[src/rtl/rv32i_pkg.sv]
// Core-wide RV32I datapath widths and the common data bus packet shared by
// the processing units, the write-back arbiter and the reservation stations.
package rv32i_pkg;

  localparam int REG_FILE_BW          = 32;
  localparam int PHYS_REG_FILE_IDX_BW = 6;
  localparam int ROB_IDX_BW           = 5;

  typedef struct packed {
    logic [PHYS_REG_FILE_IDX_BW-1:0] tag;
    logic [REG_FILE_BW-1:0]          data;
    logic [ROB_IDX_BW-1:0]           rob_idx;
  } cdb_pkt_t;

endpackage

[src/rtl/rv32i_rr_arbiter.sv]
// Generic N-way round-robin arbiter: one-hot grant in the request cycle,
// pointer advances to one past the winner on every grant.
module rv32i_rr_arbiter #(
  parameter int N      = 4,
  parameter int PTR_BW = (N > 1) ? $clog2(N) : 1
) (
  input  logic              clk,
  input  logic              rst,
  input  logic              i_en,
  input  logic [N-1:0]      i_req,
  output logic [N-1:0]      o_gnt,
  output logic              o_vld,
  output logic [PTR_BW-1:0] o_idx
);

  logic [PTR_BW-1:0] r_ptr;
  logic [N-1:0]      w_gnt;
  logic              w_vld;
  logic [PTR_BW-1:0] w_idx;
  logic [PTR_BW-1:0] w_ptr_nxt;

  // Search upward from the pointer, modulo N; first pending request wins.
  always_comb begin : search
    logic [PTR_BW:0] w_cand;
    w_gnt  = '0;
    w_vld  = 1'b0;
    w_idx  = '0;
    w_cand = '0;
    for (int k = 0; k < N; k++) begin
      w_cand = {1'b0, r_ptr} + (PTR_BW+1)'(k);
      if (w_cand >= (PTR_BW+1)'(N)) begin
        w_cand = w_cand - (PTR_BW+1)'(N);
      end else begin
        w_cand = w_cand;
      end
      if (i_en && !rst && !w_vld && i_req[w_cand[PTR_BW-1:0]]) begin
        w_gnt[w_cand[PTR_BW-1:0]] = 1'b1;
        w_vld                     = 1'b1;
        w_idx                     = w_cand[PTR_BW-1:0];
      end else begin
        w_vld = w_vld;
      end
    end
  end

  // Next pointer: one past the winner, wrapping after the last requester.
  always_comb begin
    if (w_idx == PTR_BW'(N-1)) begin
      w_ptr_nxt = '0;
    end else begin
      w_ptr_nxt = w_idx + PTR_BW'(1);
    end
  end

  // Pointer register; holds when nothing is granted.
  always_ff @(posedge clk) begin
    if (rst) begin
      r_ptr <= '0;
    end else if (w_vld) begin
      r_ptr <= w_ptr_nxt;
    end else begin
      r_ptr <= r_ptr;
    end
  end

  assign o_gnt = w_gnt;
  assign o_vld = w_vld;
  assign o_idx = w_idx;

endmodule

[src/rtl/rv32i_cdb_arbiter.sv]
// Common data bus write-back arbiter: picks one finished result per cycle
// round-robin and broadcasts it, registered, on the following cycle.
module rv32i_cdb_arbiter
  import rv32i_pkg::*;
#(
  parameter int NUM_PU = 4,
  parameter int PTR_BW = $clog2(NUM_PU)
) (
  input  logic                                        clk,
  input  logic                                        rst,
  input  logic                                        i_flush,
  input  logic [NUM_PU-1:0]                           i_req,
  input  logic [NUM_PU-1:0][PHYS_REG_FILE_IDX_BW-1:0] i_tag,
  input  logic [NUM_PU-1:0][REG_FILE_BW-1:0]          i_data,
  input  logic [NUM_PU-1:0][ROB_IDX_BW-1:0]           i_rob_idx,
  output logic [NUM_PU-1:0]                           o_gnt,
  output logic                                        o_wb_vld,
  output logic [PHYS_REG_FILE_IDX_BW-1:0]             o_wb_tag,
  output logic [REG_FILE_BW-1:0]                      o_wb_data,
  output logic [ROB_IDX_BW-1:0]                       o_wb_rob_idx
);

  logic [NUM_PU-1:0] w_gnt;
  logic              w_vld;
  logic [PTR_BW-1:0] w_idx;
  cdb_pkt_t          w_pkt;
  logic              r_wb_vld;
  cdb_pkt_t          r_wb_pkt;

  rv32i_rr_arbiter #(
    .N      (NUM_PU),
    .PTR_BW (PTR_BW)
  ) u_arb (
    .clk   (clk),
    .rst   (rst),
    .i_en  (~i_flush),
    .i_req (i_req),
    .o_gnt (w_gnt),
    .o_vld (w_vld),
    .o_idx (w_idx)
  );

  // Payload mux selected by the winning requester.
  always_comb begin
    w_pkt.tag     = i_tag[w_idx];
    w_pkt.data    = i_data[w_idx];
    w_pkt.rob_idx = i_rob_idx[w_idx];
  end

  // Broadcast register; payload holds while no result is granted.
  always_ff @(posedge clk) begin
    if (rst) begin
      r_wb_vld <= 1'b0;
      r_wb_pkt <= '0;
    end else if (w_vld) begin
      r_wb_vld <= 1'b1;
      r_wb_pkt <= w_pkt;
    end else begin
      r_wb_vld <= 1'b0;
      r_wb_pkt <= r_wb_pkt;
    end
  end

  assign o_gnt        = w_gnt;
  assign o_wb_vld     = r_wb_vld;
  assign o_wb_tag     = r_wb_pkt.tag;
  assign o_wb_data    = r_wb_pkt.data;
  assign o_wb_rob_idx = r_wb_pkt.rob_idx;

endmodule

[config.mk]
export PLATFORM = sky130hd
export DESIGN_NAME = rv32i_cdb_arbiter
export DESIGN_NICKNAME = d
export VERILOG_FILES = /design/src/rtl/rv32i_pkg.sv /design/src/rtl/rv32i_rr_arbiter.sv /design/src/rtl/rv32i_cdb_arbiter.sv
export SDC_FILE = /design/constraint.sdc
export NUM_CORES = 1
export LEC_CHECK = 0
export CORE_UTILIZATION = 32
export DETAILED_ROUTE_END_ITERATION = 16
export MAX_ROUTING_LAYER = met4
export PLACE_DENSITY = 0.9
export SYNTH_ARGS = -nofsm -noshare
export SYNTH_HDL_FRONTEND = slang
export SYNTH_SLANG_ARGS = --single-unit
[constraint.sdc]
create_clock -name clk -period 2.9 [get_ports clk]
set_input_delay 0.435 -clock clk [delete_from_list [all_inputs] [get_ports clk]]
set_output_delay 0.435 -clock clk [all_outputs]
set_load 0.005 [all_outputs]
After elaboration in Yosys (flattened, before gate mapping)
Cells that the tools add are included.
{ "word_totals": {"wordCells": 87, "ff_bits": 46} }
{ "classes": {"addsub": 8, "eq_ne": 1, "n_mux": 40, "bitwise": 4, "reduce_logical": 16, "order_cmp": 13} }
{ "op_table": {"columns": ["operator", "count"], "rows": [
  ["binary-select mux 32 bit (select 2 bit)", 1],
  ["2-to-1 mux 32 bit", 1],
  ["2-to-1 mux 2 bit", 9],
  ["2-to-1 mux 4 bit", 4],
  ["< comparator 2 x 3 -> 1 bit, second input constant", 5],
  ["2-to-1 mux 1 bit", 13],
  ["binary-select mux 6 bit (select 2 bit)", 1],
  ["logical AND 1 bit", 12],
  ["OR 4 bit", 3],
  ["binary-select mux 5 bit (select 2 bit)", 1],
  [">= comparator 3 bit, second input constant", 3],
  ["binary-select mux 1 bit (select 2 bit)", 4],
  ["demux 1 bit (select 2 bit)", 4],
  [">= comparator 2 x 1 -> 1 bit, second input constant", 4],
  ["subtractor 2 x 1 -> 2 bit, second input constant", 4],
  ["adder 2 x 2 -> 3 bit, second input constant", 2],
  ["2-to-1 mux 6 bit", 1],
  ["2-to-1 mux 5 bit", 1],
  ["logical NOT 1 bit", 4],
  ["adder 2 x 1 -> 3 bit, second input constant", 1],
  [">= comparator 2 x 3 -> 1 bit, second input constant", 1],
  ["adder 2 x 1 -> 2 bit, second input constant", 1],
  ["equality test 2 bit, second input constant", 1],
  ["inverter 1 bit", 1]
]} }

Longest topological paths before layout
{ "logic_depth": {"ltp_word": 20, "mapped_depth": 12} }

Modules after synthesis
Synthesis repeated with hierarchy kept, for this count alone.
{ "unflattened": {"hier_cells": 321, "area_unflattened_um2": 3569.7} }
{ "by_module_without_submodules": {"columns": ["module", "seq_area_each_um2", "instances", "area_each_um2", "cells_per_inst"], "rows": [
  ["rv32i_cdb_arbiter", 880.8, 1, 2951.6, 249],
  ["rv32i_rr_arbiter", 40.0, 1, 618.1, 72]
]} }

Least setup slack after synthesis
No wires, ideal clock.
{ "synth_path": {"kind": "register to output", "from": "register u_arb.r_ptr[0]", "to": "output port o_gnt[0]", "path_stages_with_launch": 11, "t_required_ns": 2.465, "path_slack_ns": -0.155, "arrival_ns": 2.620, "path_cell_list": "dfxtp_1 -> buf_4 -> inv_2 -> ha_1 -> buf_2 -> or3_1 -> nor3_4 -> nor2_1 -> buf_2 -> and4b_1 -> a221o_1"} }
{ "synth_via": {"elab_chain_len": 18, "elab_cells_between_ends": 63, "cone_classes": "add/sub: 7; order compare: 12; mux: 27; bitwise: 3; reduce/logical: 14"} }
{ "synth_rtl": {"columns": ["item", "line_no", "source"], "rows": [
  ["start: declaration", "rv32i_rr_arbiter.sv:16", "logic [PTR_BW-1:0] r_ptr;"],
  ["start signal: assignment", "rv32i_rr_arbiter.sv:60", "r_ptr <= w_ptr_nxt;"],
  ["start signal: assignment", "rv32i_rr_arbiter.sv:62", "r_ptr <= r_ptr;"],
  ["branches (longest 17 deep; another with adder 2 x 1 -> 3 bit)", null, null],
  ["2-to-1 mux 4 bit *", "rv32i_rr_arbiter.sv:36", "if (i_en && !rst && !w_vld && i_req[w_cand[PTR_BW-1:0]]) begin"],
  ["end: declaration", "rv32i_cdb_arbiter.sv:16", "output logic [NUM_PU-1:0] o_gnt,"]
]} }
Mark *: on every way between the ends. The select of a mux whose other input is x is not followed.

Worst setup path in the final report
{ "layout_path": {"from": "register u_arb.r_ptr[0]", "to": "output port o_gnt[3]"} }
Same word-level chain as after synthesis.

==> results_dict.tcl <==
set metrics [dict create \
    status "finished, violations left" \
    violations "negative setup slack" \
    die_y_um 102 \
    holdWs_ns 0.487 \
    antenna_found_initial 0 \
    netlist_instances 318 \
    reg2reg_depth 12 \
    cts_sinks 46 \
    cts_inserted_buffers 5 \
    worst-setup-path-type "flip-flop to output pin" \
    hpwl_um 9430 \
    syn_avg_cell_area_sq_um 10.0 \
    grt_remaining_overflow 0 \
    peakVddDrop_v 0.000271 \
    synth_enable_flop_cells 0 \
    cp.required_ns 2.47 \
    hp-class "flip-flop to flip-flop" \
    cp_data_arrival_time_ns 2.47 \
    clk_pin_slew_ns 0.08 \
    core.rowCount 36 \
    crit_path_end_kind "output pin" \
    htreeDepth 2 \
    grt_max_degree 44 \
    skew_ns 0.00559 \
    drtIter0Drc 103 \
    total_power_mw 3.21 \
    hold_buffers 0 \
    hold_path_startpoint "o_wb_data[31]" \
    setup_ws_ns -0.00211 \
    r2r_start "u_arb.r_ptr[1]" \
    finalHoldViolCount 0 \
    finalNetCount 752 \
    grt_setup_unrepaired "true" \
    maxSlewViolCount 0 \
    cp-startpoint "u_arb.r_ptr[0]" \
    clk_path_buf_depth 2 \
    synth_cell_types 41 \
    setup_viol 1 \
    period_minus_slack_ns 2.90 \
    grt.total_usage_pct 22.0 \
    design.core.area_sq_um 9730 \
    power_density_nw_per_um2 539 \
    synthArstFlopShare_pct 0 \
    vias 3590 \
    cap_violations 0 \
    ys_seq_area_share_pct 28.9 \
    whs_path_depth 1 \
    area_delta_synth_final_pct 87.1 \
    syn-num-nets 501 \
    cp_max_fo 3 \
    initial_core_util_pct 32.8 \
    grt_pass1_wl_um 17300 \
    fp.dieArea_sq_um 10400 \
    cts_tree "done" \
    wl_per_cell_um 17.3 \
    slew_headroom_pct 59.3 \
    synth_area_sq_um 3190 \
    clock_latency_ns 0.28 \
    fin_crit_sh_pct 100 \
    synth_warnings 0 \
    io_buffer_count 226 \
    cp-start-kind "flip-flop" \
    drc_errors 0 \
    first_global_vias 3583 \
    synth_ff_type "dfxtp_1" \
    final_layout_size_suffix_gt1_share_pct 13.2 \
    pin_count 227 \
    clock.fmax_mhz 345 \
    ant_nets 0 \
    dr.pass1.iters 4 \
    p_leak_nw 2.24 \
    ys_seq_elements 46 \
    final_util_pct 61.3 \
    die_w_um 102 \
    diodes 0 \
    avgViaCountPerCell 5.11 \
    cts-root-buf "clkbuf_8" \
    worst_pin_slew_ns 0.610 \
    drt-total-wl_um 12200 \
    gp_congestion 0.907 \
]
final timing paths:
path	slack, ns	to
hold reg to reg	0.49	o_wb_data[31]
setup / recovery	-0.002	o_gnt[3]
setup reg to reg	0.17	o_wb_data[30]
hold / removal	0.49	o_wb_data[31]
critical path, cell delays in order, from the launching register on:
cell	delay, ns
dfxtp_4	0.37
buf_6	0.10
mux4_2	0.54
buf_6	0.15
nor3_4	0.13
nor2_2	0.06
and4b_2	0.27
buf_6	0.13
a221o_1	0.31
buf_2	0.13
cell usage after synthesis, types with 3 or more instances:
cell     instances  share of area, %
a21oi_1          6              0.94
a221o_1         47                15
buf_2           12               1.9
buf_4            5               1.2
buf_6            9               3.2
dfxtp_1         46                29
ha_1             4               1.6
mux2_1          45                16
mux2i_1         47                15
nand2_1          4              0.47
nor2_1          54               6.4
nor3_1           3              0.47
flip-flops by register name, indices dropped and copies added (netlist names):
signal and count:
u_arb.r_ptr 2, o_wb_data 32, o_wb_rob_idx 5, o_wb_vld 1, o_wb_tag 6
layer usage:
metal	GRT usage (%)	share of wire [%]	up-vias
met5	-	0	-
met4	7.14	2.5	0
met3	3.97	7.2	24
met2	41.0	52	143
met1	23.4	38	1696
li1	-	-	1727
metrics by stage:
stage / cell area [sq um] / cells / setup slack [ns] / TNS [ns]
final: 5970 / 702 / -0.00211 / -0.00211
after CTS: 5940 / 701 / -0.0359 / -0.0893
after floorplan: 3200 / 318 / 0.0166 / 0
after global placement: 5800 / 692 / -0.265 / -10.86
after detailed placement: 5800 / 692 / -0.324 / -13.68
after global routing: 5970 / 702 / -0.0840 / -0.285
where the power goes:
part	switching (mW)	internal [mW]	total, mW
registers	0.0975	0.814	0.912
clock network	0.201	0.241	0.443
logic	0.755	1.11	1.86
cells in the final DEF (no fill, tap or decap), types with 2 or more instances in the layout:
master / n
nand2_1: 4
nor4_4: 2
buf_4: 36
nand2b_1: 2
inv_2: 2
nor2_2: 2
o211ai_1: 2
dlygate4sd2_1: 4
clkbuf_8: 6
a221o_1: 47
buf_12: 4
mux2i_1: 46
nor2_1: 52
nor3_1: 3
buf_6: 4
inv_1: 2
nor2_4: 2
mux2_1: 45
a21oi_1: 6
ha_1: 3
clkdlybuf4s50_1: 218
buf_2: 4
o21ai_0: 2
dfxtp_1: 45
repair_timing:
action                                  4_1_cts  5_1_grt
endpoints found under the setup margin       47       47
gates resized for setup                      30        3
setup buffers                                 2        0
pin swaps                                     8        1
cloned                                        0        1
endpoints found under the hold margin         0        0
final cells by class:
type                       count  area, sq um
tap                          133          166
timing repair buffer         270         2630
sequential                    46          925
fill                         798         3760
multi-input combinational    242         2120
inverter                       4         15.0
clock buffer                   7          108
kinds of logic (layout without fill, tap and decap cells):
kind of cell / Yosys count / count (layout) / share of synthesized area [%]
compound gates: 68 / 68 / 20.1
xor+xnor: 2 / 2 / 0.550
fa+ha+maj: 4 / 4 / 1.57
buf+inv: 31 / 281 / 6.83
flops: 46 / 46 / 28.9
mux: 93 / 93 / 31.4
simple gates: 74 / 75 / 10.7
Power figures use the tool's default switching activity.
